--- config.mk ---
export PLATFORM = sky130hd
export DESIGN_NAME = reg_bus_sequencer
export DESIGN_NICKNAME = d
export VERILOG_FILES = /design/src/rtl/reg_seq_defs.sv /design/src/rtl/reg_seq_cmd_buf.sv /design/src/rtl/reg_bus_sequencer.sv
export SDC_FILE = /design/constraint.sdc
export NUM_CORES = 1
export LEC_CHECK = 0
export ABC_AREA = 1
export CAP_MARGIN = 15
export CORE_MARGIN = 3
export CORE_UTILIZATION = 45
export DETAILED_ROUTE_END_ITERATION = 8
export PLACE_DENSITY_LB_ADDON = 0.05
export SLEW_MARGIN = 20
export SYNTH_ARGS = -nofsm -noshare
export SYNTH_HDL_FRONTEND = slang
export SYNTH_SLANG_ARGS = --single-unit
--- constraint.sdc ---
create_clock -name clock -period 3.4 [get_ports clock]
set_clock_uncertainty 0.05 [all_clocks]
set_input_delay 0.68 -clock clock [delete_from_list [all_inputs] [get_ports clock]]
set_output_delay 0.68 -clock clock [all_outputs]
set_load 0.005 [all_outputs]
--- src/rtl/reg_seq_defs.sv ---
// Shared op codes, state encodings and command bundle for the
// register-bus sequencer and its optional command buffer.
package reg_seq_defs;

   localparam int REG_IDX_W = 3;
   localparam int PC_INDEX  = 7;

   typedef enum logic [1:0] {
      OP_MOV     = 2'd0,
      OP_PCINC   = 2'd1,
      OP_PCRESET = 2'd2,
      OP_OUT     = 2'd3
   } op_e;

   typedef enum logic [2:0] {
      IDLE  = 3'd0,
      DRIVE = 3'd1,
      LOAD  = 3'd2,
      INC   = 3'd3,
      PCRST = 3'd4
   } state_e;

   typedef struct packed {
      op_e                  op;
      logic [REG_IDX_W-1:0] src;
      logic [REG_IDX_W-1:0] dst;
   } cmd_t;

endpackage

--- src/rtl/reg_seq_cmd_buf.sv ---
// One-entry pending-command holding register. A push and a pop in the
// same cycle leave the entry full with the new command.
module reg_seq_cmd_buf
   import reg_seq_defs::*;
(
   input  logic clock,
   input  logic reset,
   input  logic push,
   input  cmd_t push_cmd,
   input  logic pop,
   output logic full,
   output cmd_t cmd
);

   logic full_q, full_d;
   cmd_t data_q, data_d;

   // next entry contents: a pop empties the entry, a push refills it
   always_comb begin
      full_d = full_q;
      data_d = data_q;
      if (pop) full_d = 1'b0;
      if (push) begin
         full_d = 1'b1;
         data_d = push_cmd;
      end
   end

   // entry storage; reset discards any pending command
   always_ff @(posedge clock) begin
      if (reset) begin
         full_q <= 1'b0;
         data_q <= '0;
      end else begin
         full_q <= full_d;
         data_q <= data_d;
      end
   end

   assign full = full_q;
   assign cmd  = data_q;

endmodule

--- src/rtl/reg_bus_sequencer.sv ---
// Register-file bus strobe sequencer. Defining REG_SEQ_CMD_BUF_EN adds a
// one-entry pending buffer so commands run back-to-back.
module reg_bus_sequencer
   import reg_seq_defs::*;
#(
   parameter int SETTLE_CYCLES = 1,
   parameter int NUM_REGS      = 8
) (
   input  logic                 clock,
   input  logic                 reset,
   input  logic                 cmdValid,
   output logic                 cmdReady,
   input  logic [1:0]           cmdOp,
   input  logic [REG_IDX_W-1:0] cmdSrc,
   input  logic [REG_IDX_W-1:0] cmdDst,
   output logic                 done,
   output logic                 busy,
   output logic [NUM_REGS-1:0]  notOE,
   output logic [NUM_REGS-1:0]  notLoad,
   output logic                 pcInc,
   output logic                 pcNotReset
);

   localparam logic [3:0] SETTLE_INIT = 4'(SETTLE_CYCLES);

   // active-low one-hot select; out-of-range indices select nothing
   function automatic logic [NUM_REGS-1:0] sel_n(
      input logic [REG_IDX_W-1:0] idx
   );
      logic [NUM_REGS-1:0] v;
      v = '1;
      for (int i = 0; i < NUM_REGS; i++)
         if (int'(idx) == i) v[i] = 1'b0;
      return v;
   endfunction

   state_e              state_q, state_d;
   logic [3:0]          cnt_q, cnt_d;
   cmd_t                cmd_q, cmd_d;
   logic [NUM_REGS-1:0] not_oe_q, not_oe_d;
   logic [NUM_REGS-1:0] not_load_q, not_load_d;
   logic                pc_inc_q, pc_inc_d;
   logic                pc_not_reset_q, pc_not_reset_d;
   logic                done_q, done_d;
   logic                busy_q, busy_d;
   logic                cmd_ready_q, cmd_ready_d;

   cmd_t in_cmd, start_cmd;
   logic accept, free, start;

   assign in_cmd = cmd_t'{op: op_e'(cmdOp), src: cmdSrc, dst: cmdDst};
   assign accept = cmdValid && cmd_ready_q;

`ifdef REG_SEQ_CMD_BUF_EN
   logic buf_full, buf_push, buf_pop, buf_full_next;
   cmd_t buf_cmd;

   reg_seq_cmd_buf u_cmd_buf (
      .clock    (clock),
      .reset    (reset),
      .push     (buf_push),
      .push_cmd (in_cmd),
      .pop      (buf_pop),
      .full     (buf_full),
      .cmd      (buf_cmd)
   );

   // the final (done) cycle may hand straight over to the next command
   assign free          = (state_q == IDLE) || done_q;
   assign buf_pop       = free && buf_full;
   assign buf_push      = accept && !(free && !buf_full);
   assign buf_full_next = (buf_full && !buf_pop) || buf_push;
`else
   assign free = (state_q == IDLE);
`endif

   // next state, command capture and next registered strobe values
   always_comb begin
      state_d   = state_q;
      cnt_d     = cnt_q;
      cmd_d     = cmd_q;
      start     = 1'b0;
      start_cmd = in_cmd;

      unique case (state_q)
         DRIVE: begin
            if (cnt_q <= 4'd1)
               state_d = (cmd_q.op == OP_MOV) ? LOAD : IDLE;
            else
               cnt_d = cnt_q - 4'd1;
         end
         LOAD, INC, PCRST: state_d = IDLE;
         default: ;
      endcase

`ifdef REG_SEQ_CMD_BUF_EN
      if (free && buf_full) begin
         start     = 1'b1;
         start_cmd = buf_cmd;
      end else if (free && accept) begin
         start = 1'b1;
      end
`else
      start = free && accept;
`endif

      if (start) begin
         cmd_d = start_cmd;
         unique case (start_cmd.op)
            OP_PCINC:   state_d = INC;
            OP_PCRESET: state_d = PCRST;
            default: begin
               state_d = DRIVE;
               cnt_d   = SETTLE_INIT;
            end
         endcase
      end

      not_oe_d       = '1;
      not_load_d     = '1;
      pc_inc_d       = (state_d == INC);
      pc_not_reset_d = (state_d != PCRST);
      busy_d         = (state_d != IDLE);
      done_d         = (state_d == LOAD) || (state_d == INC) ||
                       (state_d == PCRST) ||
                       (state_d == DRIVE && cmd_d.op == OP_OUT &&
                        cnt_d == 4'd1);
      if (state_d == DRIVE || state_d == LOAD) not_oe_d = sel_n(cmd_d.src);
      if (state_d == LOAD) not_load_d = sel_n(cmd_d.dst);

`ifdef REG_SEQ_CMD_BUF_EN
      cmd_ready_d = !buf_full_next;
`else
      cmd_ready_d = (state_d == IDLE);
`endif
   end

   // state and strobe registers; reset aborts any command in flight
   always_ff @(posedge clock) begin
      if (reset) begin
         state_q        <= IDLE;
         cnt_q          <= '0;
         cmd_q          <= '0;
         not_oe_q       <= '1;
         not_load_q     <= '1;
         pc_inc_q       <= 1'b0;
         pc_not_reset_q <= 1'b0;
         done_q         <= 1'b0;
         busy_q         <= 1'b0;
         cmd_ready_q    <= 1'b0;
      end else begin
         state_q        <= state_d;
         cnt_q          <= cnt_d;
         cmd_q          <= cmd_d;
         not_oe_q       <= not_oe_d;
         not_load_q     <= not_load_d;
         pc_inc_q       <= pc_inc_d;
         pc_not_reset_q <= pc_not_reset_d;
         done_q         <= done_d;
         busy_q         <= busy_d;
         cmd_ready_q    <= cmd_ready_d;
      end
   end

   assign cmdReady   = cmd_ready_q;
   assign done       = done_q;
   assign busy       = busy_q;
   assign notOE      = not_oe_q;
   assign notLoad    = not_load_q;
   assign pcInc      = pc_inc_q;
   assign pcNotReset = pc_not_reset_q;

endmodule

* Yosys cells after proc, flatten, opt, wreduce, memory -nomap -nowiden
Cells that the tools add are included.
** Storage, ports and cells
- Register bits after elaboration :: 36
- Bits of input ports :: 11
- Output and inout bits :: 21
** Cells by class
- Bitwise operators :: 2
- $lt $le $gt $ge :: 1
- $add $sub $neg :: 1
- Reduce and logical (&&, ||, !) cells :: 18
- Muxes and demuxes :: 26
- Equal/unequal tests :: 27
** Operators with widths (number)
- 3-bit equality test (second input constant) :: 10
- 3-bit by 2-bit equality test with 1-bit output (second input constant) :: 8
- 1-bit 2-to-1 mux :: 16
- 4-bit 2-to-1 mux :: 4
- 3-bit by 1-bit equality test with 1-bit output (second input constant) :: 4
- 3-bit logical NOT :: 4
- 3-bit case mux with 2 select lines :: 2
- 8-bit 2-to-1 mux :: 1
- 3-bit 2-to-1 mux :: 2
- 2-bit OR reduction :: 3
- 2-bit equality test (second input constant) :: 2
- 4-bit by 1-bit equality test with 1-bit output (second input constant) :: 1
- 4-bit by 1-bit <= comparator with 1-bit output (second input constant) :: 1
- 1-bit logical AND :: 4
- 1-bit logical OR :: 4
- 4-bit by 1-bit subtractor with 4-bit output (second input constant) :: 1
- 3-bit != test (second input constant) :: 1
- 3-bit nonzero test :: 1
- 3-bit OR reduction :: 1
- 2-bit by 1-bit equality test with 1-bit output (second input constant) :: 1
- 2-bit logical NOT :: 1
- 2-bit 2-to-1 mux :: 1
- 1-bit inverter :: 2

* Logic depth before layout (Yosys ltp)
- Word-level depth :: 9
- Mapped depth :: 11
- Gate-level depth less buffers :: 11

* Worst setup path before layout
OpenSTA, ideal clock, no wires.
- Path kind :: input to register
- From :: in cmdValid
- To :: reg not_oe_q[0], in the netlist notOE[0]
- Library setup time :: 121 ps
- Buffers on the path :: 1
- Data required time :: 3229 ps
- Path slack :: 1743 ps
- Arrival :: 1486 ps
- Stages :: 8
- Cells stage by stage :: nand3_1 nor2_2 buf_6 or2_1 o21ai_2 nand2_1 a21oi_2 nand2_1
** Between the ends
- Longest elaborated chain between the ends :: 7
- Elaborated cells on any way between the ends :: 11
- Those cells by class :: eq/ne: 2; mux: 3; bitwise: 1; reduce/logical: 5
** Ends and longest elaborated chain
- from (decl) :: line reg_bus_sequencer.sv:11 : input logic cmdValid,
- 1-bit logical AND (*) :: line reg_bus_sequencer.sv:52 : assign accept = cmdValid && cmd_ready_q;
- 1-bit logical AND (*) :: line reg_bus_sequencer.sv:104 : start = free && accept;
- 3-bit 2-to-1 mux :: line reg_bus_sequencer.sv:107 : if (start) begin
- 3-bit by 1-bit equality test with 1-bit output or 3-bit by 2-bit equality test with 1-bit output (tied branches) :: line reg_bus_sequencer.sv:128 : if (state_d == DRIVE || state_d == LOAD) not_oe_d = sel_n(cmd_d.src);
- 1-bit logical OR :: line reg_bus_sequencer.sv:128
- 1-bit inverter (no source line)
- 2-bit OR reduction (no source line)
- to (signal assigned) :: line reg_bus_sequencer.sv:155 : not_oe_q <= not_oe_d;
- to (decl) :: line reg_bus_sequencer.sv:40 : logic [NUM_REGS-1:0] not_oe_q, not_oe_d;
Every way passes the cells marked *; elsewhere a longest branch is shown, timed or not.
A chain may end at the register's enable or synchronous reset.

* Worst setup path in the final report
- From :: in cmdValid
- To :: reg done_q, in the netlist done
** Between the ends
- Longest elaborated chain between the ends :: 7
- Elaborated cells on any way between the ends :: 16
- Those cells by class :: eq/ne: 6; mux: 3; reduce/logical: 7
** Ends and longest elaborated chain
- 1-bit logical AND (*) :: line reg_bus_sequencer.sv:52
- 1-bit logical AND (*) :: line reg_bus_sequencer.sv:104
- 3-bit 2-to-1 mux or 8-bit 2-to-1 mux (tied branches) :: line reg_bus_sequencer.sv:107
- 3-bit by 2-bit equality test with 1-bit output, or another cell as far along :: line reg_bus_sequencer.sv:124 : done_d = (state_d == LOAD) || (state_d == INC) ||
- 1-bit logical OR or 1-bit logical AND (tied branches) (2 in a row) :: line reg_bus_sequencer.sv:124, reg_bus_sequencer.sv:126
- 1-bit logical OR (*) :: line reg_bus_sequencer.sv:125 : (state_d == PCRST) ||
- to (signal assigned) :: line reg_bus_sequencer.sv:159 : done_q <= done_d;
- to (decl) :: line reg_bus_sequencer.sv:44 : logic done_q, done_d;
Marked as above.

==> metrics.md <==
| Metric | Value |
|---|---|
| Status | finished clean |
| Number of antenna-violating nets in the routed design | 0 |
| Xor/xnor cell area share of the yosys netlist | 0% |
| H-tree Lvls | 2 |
| RSZ-0062 raised after global routing | false |
| Ys async rst share | 0% |
| Multiplexer share of the synthesized area | 0% |
| Min Tclk post-route | 2230 ps |
| DR pass1 iterations | 4 |
| Post-Syn Area | 1510 um^2 |
| Detail Placement HPWL | 2250 um |
| Initial antenna violation count | 0 |
| Critical Path RT | 3640 ps |
| Met3 Usage GRT | 5.27% |
| Critical path arrival | 2470 ps |
| Reg clk slew, reported paths | 110 ps |
| Yosys cell types | 24 |
| Critical path class | input pin to register |
| Final core occ | 61.1% |
| Tot GR Track Use | 17.0% |
| Worst slew margin | 61.0% |
| WL/cell | 11.0 um |
| Multi-input gate area | 669 um^2 |
| Pin count of the biggest net entering global routing | 20 |
| # IOs | 32 |
| Slew Viols, Final | 0 |
| Diode count | 0 |
| Setup Buffers After CTS | 0 |
| Synth Instances | 191 |
| Crit-path max FO | 11 |
| Number of buffers added on ports | 31 |
| Worst Setup End Kind | register |
| Die Footprint | 4080 um^2 |
| Static Leak | 0.868 nW |
| First-pass GRT wire length | 5310 um |
| Num CTS Buffers | 5 |
| Initial Util | 48.2% |
| Gpl congestion | 0.787 |
| CTS root buffer | clkbuf_4 |
| GRT overflow | 0 |
| Share of post-route cells with drive strength above 1 | 14.5% |
| Synth warn | 0 |
| CTS tree | yes |
| Share of Yosys cell area claimed by the top area cell type | 47.8% |
| DRC violation total after the first TritonRoute iteration | 49 |
| Hold Crit Class | register to register |
| Critical Path Start Type | input pin |
| Most Crowded Layer GR | met2 |
| Synth Register Bits | 36 |
| Floorplan row count | 20 |
| Max Cap Violations | 0 |
| Die H | 63.9 um |
| Post-route DRC | 0 |
| Largest cells by area after synthesis | dfxtp_1 (48%), nand2_1 (11%), nor2_1 (7.5%), inv_1 (5.0%), nand3_1 (4.3%) |
| Register area | 721 um^2 |
| Max Buffers Root-to-Sink | 2 |
| Synth area leader | dfxtp_1 |
| Adder-Cell Fraction of Synth Area | 3.32% |
| Sinks on Clock Net | 36 |
| Vias in the first global route | 1281 |
| Hold depth | 3 |
| Fill cells | 302 |
| Met1 Usage GRT | 18.6% |
| Fin nets | 241 |
| Setup_tns | 0 ps |
| Via density | 4.70 |
| Final WL | 2990 um |
| Post-CTS resize count | 0 |
| Number of synthesized flops with an enable pin | 0 |
| Met2 usage | 28.8% |
| Power Density | 488 nW/um^2 |
| Synth Area in Compound Gates | 7.14% |
| Clk_lat worst skew | 340 ps |
| Core ar. | 3130 um^2 |
| Final Hold Vio Count | 0 |
| # setup viols final | 0 |
| Synthesized area per cell | 7.89 um^2 |
| Area Growth Syn to Fin | 26.8% |
| Width of the chip | 63.9 um |
| FMAX | 448 MHz |
| Post-cts hold buffer count | 0 |
| Worst R2R Path Depth | 11 |
| Register area share after synthesis | 47.8% |
| R2R setup slack | 1440 ps |
| Period utilization | 65.6% |
| Largest family of logic cells by synthesized area | simple AND/OR/NAND/NOR gates |
| Synth Area in Simple Gates | 34.0% |
| Via count | 1273 |
| Peak supply drop | 0.271 mV |
| Post-synth net total | 206 |
| Worst-Margin Slew | 585 ps |
| Primary FF master, synth | dfxtp_1 |
cells by family after synthesis:
logic type / Yosys count
and+or+nand+nor: 110
adders and majority gates: 4
buffers and inverters: 27
AOI/OAI and AO/OA: 14
DFF: 36
synthesized netlist by cell type (2+ instances only):
library cell,n
dfxtp_1,36
buf_6,2
nor2_2,5
inv_1,20
nand3_1,13
a21oi_2,2
nand2_1,44
nor3_1,2
nand3_2,3
inv_2,3
o21ai_0,4
clkbuf_1,2
nor2_1,30
o21ai_2,5
ha_1,4
or2_1,5
nand2_4,3
nand4_1,2
layout make-up:
class | instances | share of cell area, %
inverters | 23 | 4.52
flip-flops and latches | 36 | 37.7
clock inverters | 2 | 0.524
clock buffers | 6 | 2.69
repair buffers | 32 | 16.6
well taps | 44 | 2.88
multi-input cells | 128 | 35.0
critical path, stage by stage:
cell,delay (ps)
clkdlybuf4s50_1,480
nand4_1,450
o21ai_0,430
nand2_1,90
nor2_1,140
nand2_1,80
a21oi_2,110
placed cells by master, fill, tap and decap left out, types with 2 or more instances in the layout:
cell and n:
a21oi_2 2, clkbuf_4 5, clkdlybuf4s50_1 31, clkinv_2 2, dfxtp_1 36, ha_1 4
inv_1 20, inv_2 3, nand2_1 44, nand2_4 3, nand3_1 13, nand3_2 3
nand4_1 2, nor2_1 30, nor2_2 5, nor3_1 2, o21ai_0 4, o21ai_2 5
or2_1 5
power by group:
part | leakage (nW) | internal (mW) | switching [mW]
clock | 0.0380 | 0.0984 | 0.145
combinational | 0.537 | 0.0887 | 0.138
sequential | 0.293 | 0.450 | 0.0119
total | 0.868 | 0.637 | 0.295
layer usage:
metal | up-vias | wire length [um] | share of wire, %
met1 | 574 | 1330 | 44
li1 | 660 | - | -
met3 | 5 | 195 | 6.5
met5 | - | 0 | 0
met4 | 0 | 65 | 2.2
met2 | 34 | 1410 | 47
state kept, by name (all words and copies together), names as in the netlist:
signal,flops
pcInc,1
busy,1
pcNotReset,1
notOE,8
cnt_q,4
cmdReady,1
notLoad,8
cmd_q,8
done,1
state_q,3
stage by stage:
step / area, um^2 / total power [mW] / setup slack, ps / cells / hold slack (ps)
6_report: 1910 / 0.932 / 1170 / 271 / 558
3_5_place_dp: 1850 / 0.699 / 813 / 263 / 532
2_1_floorplan: 1510 / 0.635 / 1740 / 191 / 484
5_1_grt: 1910 / 0.997 / 995 / 271 / 614
3_3_place_gp: 1850 / 0.691 / 845 / 263 / 509
4_1_cts: 1910 / 0.943 / 1180 / 271 / 560
path summary, 6_finish.rpt:
check / startpoint / end
worst max-delay path: cmdValid / done
worst min-delay path: cmd_q[3] / cmd_q[3]
worst max register to register: cnt_q[0] / done
worst min register to register: cmd_q[3] / cmd_q[3]
(Power assumes the default switching activity.)
